### src/rtl/multicycle_decode_pkg.sv
// multicycle_pkg: state encodings, ALU codes and datapath select constants
// shared by the multicycle decoder and its bench.
package multicycle_pkg;
    localparam logic [3:0] S_FETCH  = 4'd0;
    localparam logic [3:0] S_DECODE = 4'd1;
    localparam logic [3:0] S_MEMADR = 4'd2;
    localparam logic [3:0] S_MEMRD  = 4'd3;
    localparam logic [3:0] S_MEMWB  = 4'd4;
    localparam logic [3:0] S_MEMWR  = 4'd5;
    localparam logic [3:0] S_EXECR  = 4'd6;
    localparam logic [3:0] S_EXECI  = 4'd7;
    localparam logic [3:0] S_ALUWB  = 4'd8;
    localparam logic [3:0] S_BRANCH = 4'd9;
    localparam logic [3:0] S_FPEXEC = 4'd10;
    localparam logic [3:0] S_FPWAIT = 4'd11;

    localparam logic [2:0] ALU_ADD  = 3'b000;
    localparam logic [2:0] ALU_ADC  = 3'b001;
    localparam logic [2:0] ALU_SUB  = 3'b010;
    localparam logic [2:0] ALU_AND  = 3'b011;
    localparam logic [2:0] ALU_FADD = 3'b100;
    localparam logic [2:0] ALU_FMUL = 3'b101;

    localparam logic [3:0] CMD_AND  = 4'b0000;
    localparam logic [3:0] CMD_SUB  = 4'b0010;
    localparam logic [3:0] CMD_ADD  = 4'b0100;
    localparam logic [3:0] CMD_CMP  = 4'b1010;
    localparam logic [3:0] CMD_FADD = 4'b1100;
    localparam logic [3:0] CMD_FMUL = 4'b1101;

    localparam logic [1:0] RES_ALUOUT = 2'd0;
    localparam logic [1:0] RES_DATA   = 2'd1;
    localparam logic [1:0] RES_ALU    = 2'd2;
    localparam logic [1:0] SRCA_RD1   = 2'd0;
    localparam logic [1:0] SRCA_PC    = 2'd1;
    localparam logic [1:0] SRCB_RD2   = 2'd0;
    localparam logic [1:0] SRCB_IMM   = 2'd1;
    localparam logic [1:0] SRCB_FOUR  = 2'd2;
endpackage

### src/rtl/multicycle_decode_alu_decode.sv
// alu_decode: maps the data-processing cmd field to ALU operation, flag write
// enables and a no-write-back indication for compares and unknown codes.
module alu_decode
    import multicycle_pkg::*;
#(
    parameter int ALUCTRL_W = 3
) (
    input  logic [3:0]           i_cmd,
    input  logic                 i_s,
    input  logic                 i_cond_ex,
    input  logic                 i_alu_en,
    output logic [ALUCTRL_W-1:0] o_alu_control,
    output logic [1:0]           o_flag_w,
    output logic                 o_nowrite
);
    logic [2:0] w_ctrl;
    logic       w_known;
    logic       w_arith;

    always_comb begin
        w_ctrl  = ALU_ADD;
        w_known = 1'b1;
        case (i_cmd)
            CMD_ADD:  w_ctrl = ALU_ADD;
            CMD_SUB:  w_ctrl = ALU_SUB;
            CMD_AND:  w_ctrl = ALU_AND;
            CMD_FADD: w_ctrl = ALU_FADD;
            CMD_FMUL: w_ctrl = ALU_FMUL;
            CMD_CMP:  w_ctrl = ALU_SUB;
            default:  w_known = 1'b0;
        endcase
    end

    // CMP is a subtraction, so it updates C/V just like ADD and SUB
    assign w_arith       = i_cmd == CMD_ADD || i_cmd == CMD_SUB || i_cmd == CMD_CMP;
    assign o_alu_control = i_alu_en ? ALUCTRL_W'(w_ctrl) : ALUCTRL_W'(ALU_ADD);
    assign o_flag_w[1]   = i_alu_en & i_s & i_cond_ex;
    assign o_flag_w[0]   = o_flag_w[1] & w_arith;
    assign o_nowrite     = !w_known || i_cmd == CMD_CMP;
endmodule

### src/rtl/multicycle_decode.sv
// multicycle_decode: Moore control FSM for the multicycle ARM datapath, with a
// start/done handshake to a multi-cycle FP unit guarded by a timeout.
module multicycle_decode
    import multicycle_pkg::*;
#(
    parameter int         ALUCTRL_W  = 3,
    parameter int         FP_TIMEOUT = 16,
    parameter logic [3:0] PC_REG     = 4'hF
) (
    input  logic                 clk,
    input  logic                 rst_n,
    input  logic [1:0]           i_op,
    input  logic [5:0]           i_funct,
    input  logic [3:0]           i_rd,
    input  logic                 i_cond_ex,
    input  logic                 i_fp_done,
    output logic                 o_pc_write,
    output logic                 o_reg_write,
    output logic                 o_mem_write,
    output logic                 o_ir_write,
    output logic                 o_adr_src,
    output logic [1:0]           o_result_src,
    output logic [1:0]           o_alu_src_a,
    output logic [1:0]           o_alu_src_b,
    output logic [1:0]           o_imm_src,
    output logic [1:0]           o_reg_src,
    output logic [ALUCTRL_W-1:0] o_alu_control,
    output logic [1:0]           o_flag_w,
    output logic                 o_fp_start,
    output logic                 o_fp_error,
    output logic                 o_illegal
);
    logic [3:0] r_state;
    logic [3:0] w_next;
    logic [7:0] r_cnt;
    logic       r_fp_error;
    logic       w_fp_op;
    logic       w_timeout;
    logic       w_exec;
    logic       w_alu_en;
    logic       w_nowrite;
    logic       w_wb;
    logic       w_rd_pc;
    logic [1:0] w_flag_w;

    assign w_fp_op   = i_funct[4:1] == CMD_FADD || i_funct[4:1] == CMD_FMUL;
    assign w_timeout = r_cnt == 8'(FP_TIMEOUT - 1);
    assign w_exec    = r_state == S_EXECR || r_state == S_EXECI;
    assign w_alu_en  = w_exec || r_state == S_FPEXEC || r_state == S_FPWAIT || r_state == S_ALUWB;

    always_comb begin
        w_next = S_FETCH;
        case (r_state)
            S_FETCH:  w_next = S_DECODE;
            S_DECODE: w_next = i_op == 2'b01 ? S_MEMADR :
                               i_op == 2'b10 ? S_BRANCH :
                               i_op == 2'b11 ? S_FETCH  :
                               w_fp_op       ? (i_funct[5] ? S_FETCH : S_FPEXEC) :
                               i_funct[5]    ? S_EXECI  : S_EXECR;
            S_MEMADR: w_next = i_funct[0] ? S_MEMRD : S_MEMWR;
            S_MEMRD:  w_next = S_MEMWB;
            S_EXECR,
            S_EXECI:  w_next = S_ALUWB;
            S_FPEXEC: w_next = i_cond_ex ? S_FPWAIT : S_FETCH;
            S_FPWAIT: w_next = i_fp_done ? S_ALUWB : w_timeout ? S_FETCH : S_FPWAIT;
            default:  w_next = S_FETCH;
        endcase
    end

    // done wins over timeout, so the error flag only sets on a silent final cycle
    always_ff @(posedge clk or negedge rst_n) begin
        if (!rst_n) begin
            r_state    <= S_FETCH;
            r_cnt      <= '0;
            r_fp_error <= 1'b0;
        end else begin
            r_state <= w_next;
            if (r_state == S_FPEXEC)
                r_cnt <= '0;
            else if (r_state == S_FPWAIT && !i_fp_done)
                r_cnt <= r_cnt + 8'd1;
            if (r_state == S_FPWAIT && !i_fp_done && w_timeout)
                r_fp_error <= 1'b1;
        end
    end

    alu_decode #(.ALUCTRL_W(ALUCTRL_W)) u_alu_decode (
        .i_cmd         (i_funct[4:1]),
        .i_s           (i_funct[0]),
        .i_cond_ex     (i_cond_ex),
        .i_alu_en      (w_alu_en),
        .o_alu_control (o_alu_control),
        .o_flag_w      (w_flag_w),
        .o_nowrite     (w_nowrite)
    );

    assign w_wb    = r_state == S_MEMWB || (r_state == S_ALUWB && !w_nowrite);
    assign w_rd_pc = i_rd == PC_REG;

    assign o_pc_write   = r_state == S_FETCH || (r_state == S_BRANCH && i_cond_ex) ||
                          (w_wb && w_rd_pc && i_cond_ex);
    assign o_reg_write  = w_wb && !w_rd_pc && i_cond_ex;
    assign o_mem_write  = r_state == S_MEMWR && i_cond_ex;
    assign o_ir_write   = r_state == S_FETCH;
    assign o_adr_src    = r_state == S_MEMRD || r_state == S_MEMWR;
    assign o_result_src = (r_state == S_FETCH || r_state == S_DECODE || r_state == S_BRANCH) ? RES_ALU :
                          r_state == S_MEMWB ? RES_DATA : RES_ALUOUT;
    assign o_alu_src_a  = (r_state == S_FETCH || r_state == S_DECODE) ? SRCA_PC : SRCA_RD1;
    assign o_alu_src_b  = (r_state == S_FETCH || r_state == S_DECODE) ? SRCB_FOUR :
                          (r_state == S_MEMADR || r_state == S_EXECI || r_state == S_BRANCH) ? SRCB_IMM : SRCB_RD2;
    assign o_imm_src    = r_state == S_MEMADR ? 2'b01 : r_state == S_BRANCH ? 2'b10 : 2'b00;
    assign o_reg_src    = {r_state == S_MEMWR, r_state == S_BRANCH};
    assign o_flag_w     = w_exec ? w_flag_w : 2'b00;
    assign o_fp_start   = r_state == S_FPEXEC && i_cond_ex;
    assign o_fp_error   = r_fp_error;
    assign o_illegal    = r_state == S_DECODE && (i_op == 2'b11 || (i_op == 2'b00 && w_fp_op && i_funct[5]));
endmodule

### config.mk
export PLATFORM = sky130hd
export DESIGN_NAME = multicycle_decode
export DESIGN_NICKNAME = d
export VERILOG_FILES = /design/src/rtl/multicycle_decode_pkg.sv /design/src/rtl/multicycle_decode_alu_decode.sv /design/src/rtl/multicycle_decode.sv
export SDC_FILE = /design/constraint.sdc
export NUM_CORES = 1
export LEC_CHECK = 0
export CAP_MARGIN = 20
export CELL_PAD_IN_SITES_DETAIL_PLACEMENT = 1
export CELL_PAD_IN_SITES_GLOBAL_PLACEMENT = 1
export CORE_MARGIN = 4
export CORE_UTILIZATION = 29
export CTS_BUF_LIST = sky130_fd_sc_hd__clkbuf_4 sky130_fd_sc_hd__clkbuf_8
export DETAILED_ROUTE_END_ITERATION = 8
export PLACE_DENSITY = 0.79
export SETUP_SLACK_MARGIN = 0.02
export SYNTH_ARGS = -nofsm -noshare
export SYNTH_HDL_FRONTEND = slang
export SYNTH_SLANG_ARGS = --single-unit
### constraint.sdc
create_clock -name clk -period 1.8 [get_ports clk]
set_clock_uncertainty 0.15 [all_clocks]
set_input_delay 0.54 -clock clk [delete_from_list [all_inputs] [get_ports clk]]
set_output_delay 0.54 -clock clk [all_outputs]
set_load 0.005 [all_outputs]
# ---- Word-level counts from Yosys, hierarchy flattened
# Index checks and enable logic that the tools add are counted.
# W data, S select, Z words.
dict set report op_classes {
  mul 0
  eq_ne 21
  div_mod_pow 0
  order_cmp 0
  bitwise_logic 3
  n_reduce_logical 41
  mux 24
  addsub 1
  shift 0
}
# cell count
set ops {}
lappend ops {{$eq A4 B4 Y1 const B} 8}
lappend ops {{$mux W4} 8}
lappend ops {{$pmux W4 S7} 1}
lappend ops {{$eq A4 B3 Y1 const B} 5}
lappend ops {{$logic_or A1 B1 Y1} 17}
lappend ops {{$mux W8} 2}
lappend ops {{$logic_and A1 B1 Y1} 13}
lappend ops {{$eq A4 B2 Y1 const B} 3}
lappend ops {{$pmux W3 S4} 1}
lappend ops {{$mux W2} 5}
lappend ops {{$add A8 B1 Y8 const B} 1}
lappend ops {{$eq A8 B4 Y1 const B} 1}
lappend ops {{$logic_not A4 Y1} 2}
lappend ops {{$mux W3} 2}
lappend ops {{$reduce_or A6 Y1} 1}
lappend ops {{$mux W1} 5}
lappend ops {{$eq A2 B2 Y1 const B} 2}
lappend ops {{$eq A4 B1 Y1 const B} 1}
lappend ops {{$logic_not A1 Y1} 4}
lappend ops {{$reduce_or A2 Y1} 2}
lappend ops {{$and A1 B1 Y1} 3}
lappend ops {{$eq A2 B1 Y1 const B} 1}
lappend ops {{$logic_not A2 Y1} 1}
lappend ops {{$reduce_bool A2 Y1} 1}
dict set report totals {
  word_cells 93
  memories 0
  out_inout_bits 23
  romBits 0
  ram_bits 0
  reg_bits 13
  in_bits 16
  latch_bits 0
}

# ---- Logic depth before layout (Yosys ltp)
# Gate-level depths: netlist (run 1).
dict set report logic_depth {
  ltp_word 11
  mapped_depth 5
  depth_no_buf 5
}

# ---- Cells and area by module
# A second synthesis (run 1) with hierarchy kept.
dict set report unflattened {
  hier_cells 134
  hier_area_um2 1128.6
}
# module seq_area_each_um2 instances cells_per_inst area_per_inst_um2
set by_module_without_submodules {}
lappend by_module_without_submodules {multicycle_decode 325.3 1 119 1031.0}
lappend by_module_without_submodules {alu_decode 0.0 1 15 97.6}

# ---- Worst setup path after synthesis (run 1)
# No wires, ideal clock.
dict set report synth_timing {
  kind {input to output}
  start {in i_funct[2]}
  end {out o_illegal}
  cell_stages 4
  path_buffers 0
  t_required_ns 1.110
  path_slack_ns -0.159
  arrival_ns 1.269
  cell_sequence {nand3b_1 -> nor3b_1 -> mux2i_1 -> nor2_1}
}
dict set report synth_via {
  elab_chain_cells 6
  elab_cells_between_ends 7
  cone_classes {eq/ne (2); reduce/logical (5)}
}
# element line_no
set synth_rtl {}
lappend synth_rtl {{from (decl)} multicycle_decode.sv:13} ;# input logic [5:0] i_funct,
lappend synth_rtl {{$eq A4 B4 Y1} multicycle_decode.sv:46} ;# assign w_fp_op = i_funct[4:1] == CMD_FADD || i_funct[4:1] == CMD_FMUL;
lappend synth_rtl {{$logic_or A1 B1 Y1 (*)} multicycle_decode.sv:46}
lappend synth_rtl {{$logic_and A1 B1 Y1 (*) (2 in a row)} multicycle_decode.sv:116} ;# assign o_illegal = r_state == S_DECODE && (i_op == 2'b11 || (i_op == 2'b00 && w_fp_op && i_funct[5]));
lappend synth_rtl {{$logic_or A1 B1 Y1 (*)} multicycle_decode.sv:116}
lappend synth_rtl {{$logic_and A1 B1 Y1 (*)} multicycle_decode.sv:116}
lappend synth_rtl {{to (decl)} multicycle_decode.sv:31} ;# output logic o_illegal
# Mark *: on every way between the ends. The rest lies on a longest branch, timed or not.

# ---- Worst setup path after layout (run 1)
dict set report layout_timing {
  start {reg r_state[1]}
  end {out o_reg_write}
}
dict set report layout_via {
  elab_chain_cells 5
  elab_cells_between_ends 6
  cone_classes {eq/ne (2); reduce/logical (4)}
}
# element line_no
set layout_rtl {}
lappend layout_rtl {{from (decl)} multicycle_decode.sv:33} ;# logic [3:0] r_state;
lappend layout_rtl {{from (signal assigned)} multicycle_decode.sv:77} ;# r_state <= w_next;
lappend layout_rtl {{$eq A4 B4 Y1} multicycle_decode.sv:97} ;# assign w_wb = r_state == S_MEMWB || (r_state == S_ALUWB && !w_nowrite);
lappend layout_rtl {{$logic_and A1 B1 Y1} multicycle_decode.sv:97}
lappend layout_rtl {{$logic_or A1 B1 Y1 (*)} multicycle_decode.sv:97}
lappend layout_rtl {{$logic_and A1 B1 Y1 (*) (2 in a row)} multicycle_decode.sv:102} ;# assign o_reg_write = w_wb && !w_rd_pc && i_cond_ex;
lappend layout_rtl {{to (decl)} multicycle_decode.sv:18} ;# output logic o_reg_write,
# Marked as above.

==> results.json, run 1 <==
{
  "status": "complete, but fails checks",
  "failed_checks": "setup timing",
  "fp.dieW_um": 67.7,
  "syn_nets": 142,
  "die_h_um": 67.7,
  "wire_per_inst_um": 24.9,
  "worstHoldPathType": "reg -> reg",
  "final_max_slew_viol_count": 0,
  "p_leak_nw": 1.09,
  "p_seq_share_pct": 17.9,
  "syn_inst": 125,
  "cp-end-kind": "output port",
  "ios": 39,
  "yosysTopAreaCell": "dfrtp_1",
  "post-dp-hpwl_um": 3250,
  "syn_area_per_cell_um2": 8.28,
  "placedCellCount": 241,
  "antenna_found_initial": 0,
  "setup_violations": 28,
  "synth_edf_count": 0,
  "first_pass_iters": 4,
  "diodes": 0,
  "ys_warn_count": 0,
  "wl_um": 6870,
  "layout.nets": 248,
  "grt_pass1_wl_um": 8500,
  "track_usage_pct": 25.5,
  "clock_sinks": 13,
  "start_kind": "flip-flop",
  "rows": 21,
  "cts_buffers": 3,
  "finalPower_mw": 3.06,
  "p_sw_share_pct": 44.4,
  "synthMostInstantiatedCell": "nor2_1",
  "setup_slack_ns": -0.651,
  "hold_viol": 0,
  "via_per_inst": 5.47,
  "synth_area_um2": 1030,
  "worst-path-max-fanout": 3,
  "post-route-period-util_pct": 136,
  "power.switching_mw": 1.36,
  "power.density_nw_per_um2": 1310,
  "synthFlopType": "dfrtp_1",
  "power_frac_comb_pct": 75.2,
  "synth-seq-cells": 13,
  "drtIter0Drc": 123,
  "clkSlewWorstSetupHoldPaths_ns": 0.09,
  "rsz0062_at_grt": "true",
  "clk_path_buf_depth": 2,
  "root_buffer": "clkbuf_4",
  "crit_arrival_ns": 1.76,
  "synth.area.top_cells": "dfrtp_1 31%, nor2_1 6.9%, nand2_1 4.4%, mux2i_1 3.9%, xor2_1 3.4%",
  "critical_path_class": "reg -> out",
  "die_area_um2": 4590,
  "drtAntennaViolNets": 0,
  "coreArea_um2": 3390,
  "gp_congestion": 0.769,
  "io_buffers": 37,
  "fin_setup_tns_ns": -10.78,
  "yosysTopAreaCellShare_pct": 31.4,
  "critical_path_required_ns": 1.11,
  "ys_seq_area_share_pct": 31.4,
  "synthArstFlopShare_pct": 100,
  "clk_latency_ns": 0.29,
  "area_growth_pct": 125,
  "cts_tree": "yes",
  "drive_gt1_share_pct": 65.7,
  "period_needed_ns": 2.45,
  "max_cap_violations": 0,
  "grt_remaining_overflow": 0,
  "grt_max_degree": 14,
  "grt_pass1_vias": 1649,
  "vias": 1510,
  "synth_commonest_cells": "19 x nor2_1, 13 x dfrtp_1, 12 x nand2_1",
  "htreeDepth": 1,
  "intPower_mw": 1.70,
  "clkPwrFrac_pct": 7.0,
  "instances_no_fill": 276,
  "drc": 0,
  "peakVddDrop_mv": 0.766,
  "start_util_pct": 30.5,
  "clock.fmax_ghz": 0.408,
  "yosysUniqueCellTypes": 44
}
[kinds of logic after synthesis]
| kind of cell | count (synthesis) | synth area share, % |
|---|---|---|
| AO/OA/AOI/OAI | 19 | 13.3 |
| XOR/XNOR | 7 | 5.93 |
| adder cells (fa/ha/maj) | 1 | 1.21 |
| buffers and inverters | 9 | 4.72 |
| flip-flops | 13 | 31.4 |
| multiplexers | 5 | 4.96 |
| other | 1 | 0.362 |
| AND/OR/NAND/NOR | 70 | 38.1 |
[cells in the final DEF (no fill, tap or decap), drive strengths merged, types with 3 or more instances in the layout]
| cell type | n |
|---|---|
| nand3 | 5 |
| nor2 | 20 |
| nand2b | 5 |
| o21ai | 5 |
| a21oi | 3 |
| dlygate4sd2 | 6 |
| dfrtp | 13 |
| clkdlybuf4s50 | 6 |
| o31ai | 4 |
| mux2i | 4 |
| buf | 96 |
| nor4 | 4 |
| nand2 | 12 |
| xor2 | 4 |
| xnor2 | 3 |
| nor3 | 6 |
| clkbuf | 4 |
[flip-flops by register name (all words and copies together), names as in the netlist]
name,flops
r_cnt,8
r_state,4
o_fp_error,1
[per-stage QoR]
stage	setup WS [ns]	instance area (um^2)	hold slack [ns]	utilization, %
2_1_floorplan	-0.119	1050	0.0944	-
3_3_place_gp	-1.20	1740	0.293	51.3
3_5_place_dp	-1.30	1740	0.327	51.3
4_1_cts	-0.516	2170	0.368	64.2
5_1_grt	-0.766	2330	0.430	68.7
6_report	-0.651	2330	0.372	68.7
[power by group through the flow]
| stage | sequential, mW | combinational (mW) | clock (mW) |
|---|---|---|---|
| 2_1_floorplan | 0.487 | 0.581 | 0 |
| 5_1_grt | 0.564 | 2.40 | 0.224 |
| 6_report | 0.547 | 2.30 | 0.213 |
| 3_3_place_gp | 0.506 | 1.26 | 0 |
| 4_1_cts | 0.524 | 1.91 | 0.208 |
| 3_5_place_dp | 0.512 | 1.31 | 0 |
[worst max-delay path, stage by stage (launching register included)]
cell	delay, ns
dfrtp_2	0.46
buf_6	0.16
nor4_4	0.34
a21oi_2	0.13
buf_4	0.15
nor3_2	0.10
buf_2	0.13
[layout make-up]
cell class,count,area [um^2]
Sequential cell,13,329
Multi-Input combinational cell,103,983
Tap cell,46,57.6
Clock buffer,4,30.0
Inverter,2,7.51
Timing Repair Buffer,108,920
Fill cell,368,1060
[metal layers]
metal	part of all wire, %	global-route usage (%)	up-vias
met5	0	0	-
met4	6.4	13.2	0
met3	6.1	5.49	39
met2	51	45.9	88
met1	37	27.6	720
li1	-	-	663
[timing repair]
action,4_1_cts,5_1_grt
pin swaps,22,14
hold buffers,0,0
resized for setup,180,29
setup endpoints to repair,25,32
buffers inserted,26,9
[path summary, 6_finish.rpt]
| path | start | end | slack, ns | cells past startpoint |
|---|---|---|---|---|
| max | r_state[1] | o_reg_write | -0.65 | 6 |
| min reg2reg | r_cnt[0] | r_cnt[0] | 0.37 | 1 |
| max reg2reg | r_state[1] | r_state[2] | -0.19 | 6 |
| min | r_cnt[0] | r_cnt[0] | 0.37 | 1 |
| min in group asynchronous | rst_n | r_cnt[2] | 0.42 | 2 |
| max in group asynchronous | rst_n | r_state[0] | 0.89 | 2 |
Note: power is estimated with default switching activity, not from simulation.
==> inputs of run 2 (changes only) <==
Settings changed: CORE_MARGIN 4 to 2.
==> run 2 against run 1 <==
The flow still finishes with violations (setup timing). Critical path depth unchanged. Setup slack improved by 0.011 ns. Power increased by 3.7%. Hold slack got worse by 0.038 ns.
==> results.json, run 2 (synthesis results as in run 1) <==
{
  "peakVddDrop_mv": 0.674,
  "area_growth_pct": 125,
  "reg2reg_to": "r_state[2]",
  "antenna_found_initial": 0,
  "htreeDepth": 1,
  "layout.nets": 240,
  "clk_path_buf_depth": 2,
  "hold_end": "o_fp_error",
  "die_area_um2": 4060,
  "start_kind": "flip-flop",
  "largest_register": "r_cnt",
  "period_needed_ns": 2.44,
  "clk_latency_ns": 0.28,
  "worst-path-max-fanout": 5,
  "grt_max_degree": 14,
  "critical_path_required_ns": 1.11,
  "wire_per_inst_um": 23.9,
  "r2r_start": "r_state[1]",
  "status": "complete, but fails checks",
  "wl_um": 6400,
  "grt_pass1_vias": 1560,
  "crit_chain": "buf_6, nand2b_4, nor4_4, a21oi_2, nor3_1, buf_2",
  "final_max_slew_viol_count": 0,
  "timing.hold.ws_ns": 0.333,
  "ios": 39,
  "coreArea_um2": 3390,
  "die_h_um": 63.7,
  "hold_viol": 0,
  "path_buf_inv": 2,
  "track_usage_pct": 23.2,
  "cts_tree": "yes",
  "drive_gt1_share_pct": 63.1,
  "critical_path_class": "reg -> out",
  "worstHoldPathType": "reg -> reg",
  "final_common_cell": "buf_4",
  "first_pass_iters": 4,
  "clock_sinks": 13,
  "placed_cell_area_um2": 1720,
  "grt_remaining_overflow": 0,
  "rows": 21,
  "largest_reg_flops": 8,
  "post-route-util_pct": 68.6,
  "crit_arrival_ns": 1.75,
  "p_leak_nw": 1.05,
  "drtIter0Drc": 59,
  "fill_cells": 363,
  "max_cap_violations": 0,
  "critPathSlowestCell": "dfrtp_2",
  "drc": 0,
  "slowest_delay_ns": 0.43,
  "failed_checks": "setup timing",
  "diodes": 0,
  "setup_slack_ns": -0.640,
  "cp-end-kind": "output port",
  "start_util_pct": 30.5,
  "fp.dieW_um": 63.7,
  "rsz0062_at_grt": "true",
  "p_seq_share_pct": 16.8,
  "p_sw_share_pct": 42.7,
  "fin_setup_tns_ns": -8.94,
  "setup_violations": 24,
  "io_buffers": 37,
  "grt_pass1_wl_um": 7420,
  "cp_top_family": "simple AND/OR/NAND/NOR gates",
  "hold_buffers": 0,
  "drtAntennaViolNets": 0,
  "finalPower_mw": 3.17,
  "root_buffer": "clkbuf_4",
  "worstRegToRegCells": 6,
  "hold_start": "o_fp_error",
  "clkSlewWorstSetupHoldPaths_ns": 0.08,
  "vias": 1481,
  "post-route-period-util_pct": 136,
  "intPower_mw": 1.82,
  "gp_congestion": 0.818,
  "via_per_inst": 5.53,
  "cts_buffers": 3,
  "clock.fmax_ghz": 0.410,
  "mostFrequentLayoutCells": "33 x buf_4, 32 x buf_6, 19 x buf_2",
  "power.switching_mw": 1.36,
  "clkPwrFrac_pct": 6.2,
  "post-dp-hpwl_um": 2960,
  "power_frac_comb_pct": 77.1,
  "stdcell_area_um2": 2320,
  "rrSetupSlack_ns": -0.07,
  "hold_depth": 1,
  "power.density_nw_per_um2": 1370
}
==> run 2: cell types whose count changed in the layout (fill, tap and decap cells not counted), sizes merged <==
cell           previous run  this run
dlygate4sd2               6         3
buf                      96        88
clkdlybuf4s50             6         9
==> run 2: what timing repair did <==
item,CTS,global route
endpoints found under the setup margin,25,27
pin swaps,21,13
setup buffers,21,13
gates resized for setup,160,45
endpoints found under the hold margin,0,0
==> run 2: how the worst max path moves through the flow <==
stage	endpoint	depth (start not counted)	start	slack, ns
CTS	o_illegal	4	r_state[1]	-0.48
global route	o_reg_write	6	r_state[3]	-0.67
floorplan	o_reg_write	4	i_funct[2]	-0.12
global placement	o_reg_write	6	i_funct[2]	-1.18
detailed placement	o_reg_write	6	i_funct[2]	-1.21
finish	o_reg_write	6	r_state[3]	-0.64
==> run 2: power by group through the flow <==
stage                     clock network (mW)  logic, mW  registers, mW
after floorplan                            0      0.581          0.487
after global placement                     0       1.23          0.508
after detailed placement                   0       1.28          0.518
after CTS                              0.199       1.85          0.504
after global routing                   0.208       2.58          0.540
final                                  0.196       2.45          0.532
==> run 2: layout make-up <==
class                   instances  area, um^2  area share, %
repair buffers                100         895           38.5
flip-flops and latches         13         328           14.1
well taps                      46        57.6           2.48
inverters                       2        7.51          0.323
multi-input cells             103        1010           43.3
clock buffers                   4        30.0           1.29
==> run 2: per-layer routing <==
layer	wire length (um)	GRT usage [%]	part of all wire (%)	vias up
met1	2370	24.1	37	730
met2	3400	46.1	53	84
met3	390	3.52	6.1	22
met5	0	0	0	-
li1	-	-	-	645
met4	241	8.70	3.8	0
==> run 2: per-stage QoR <==
stage | cells | setup slack [ns]
finish | 268 | -0.640
global route | 268 | -0.670
CTS | 260 | -0.476
detailed placement | 238 | -1.21
global placement | 238 | -1.18
floorplan | 125 | -0.119
==> inputs of run 3 (changes only) <==
Settings changed: ABC_CLOCK_PERIOD_IN_PS set to 1800.
==> results of run 3 <==
No change in the layout: final DEF, timing and power equal those of run 2.
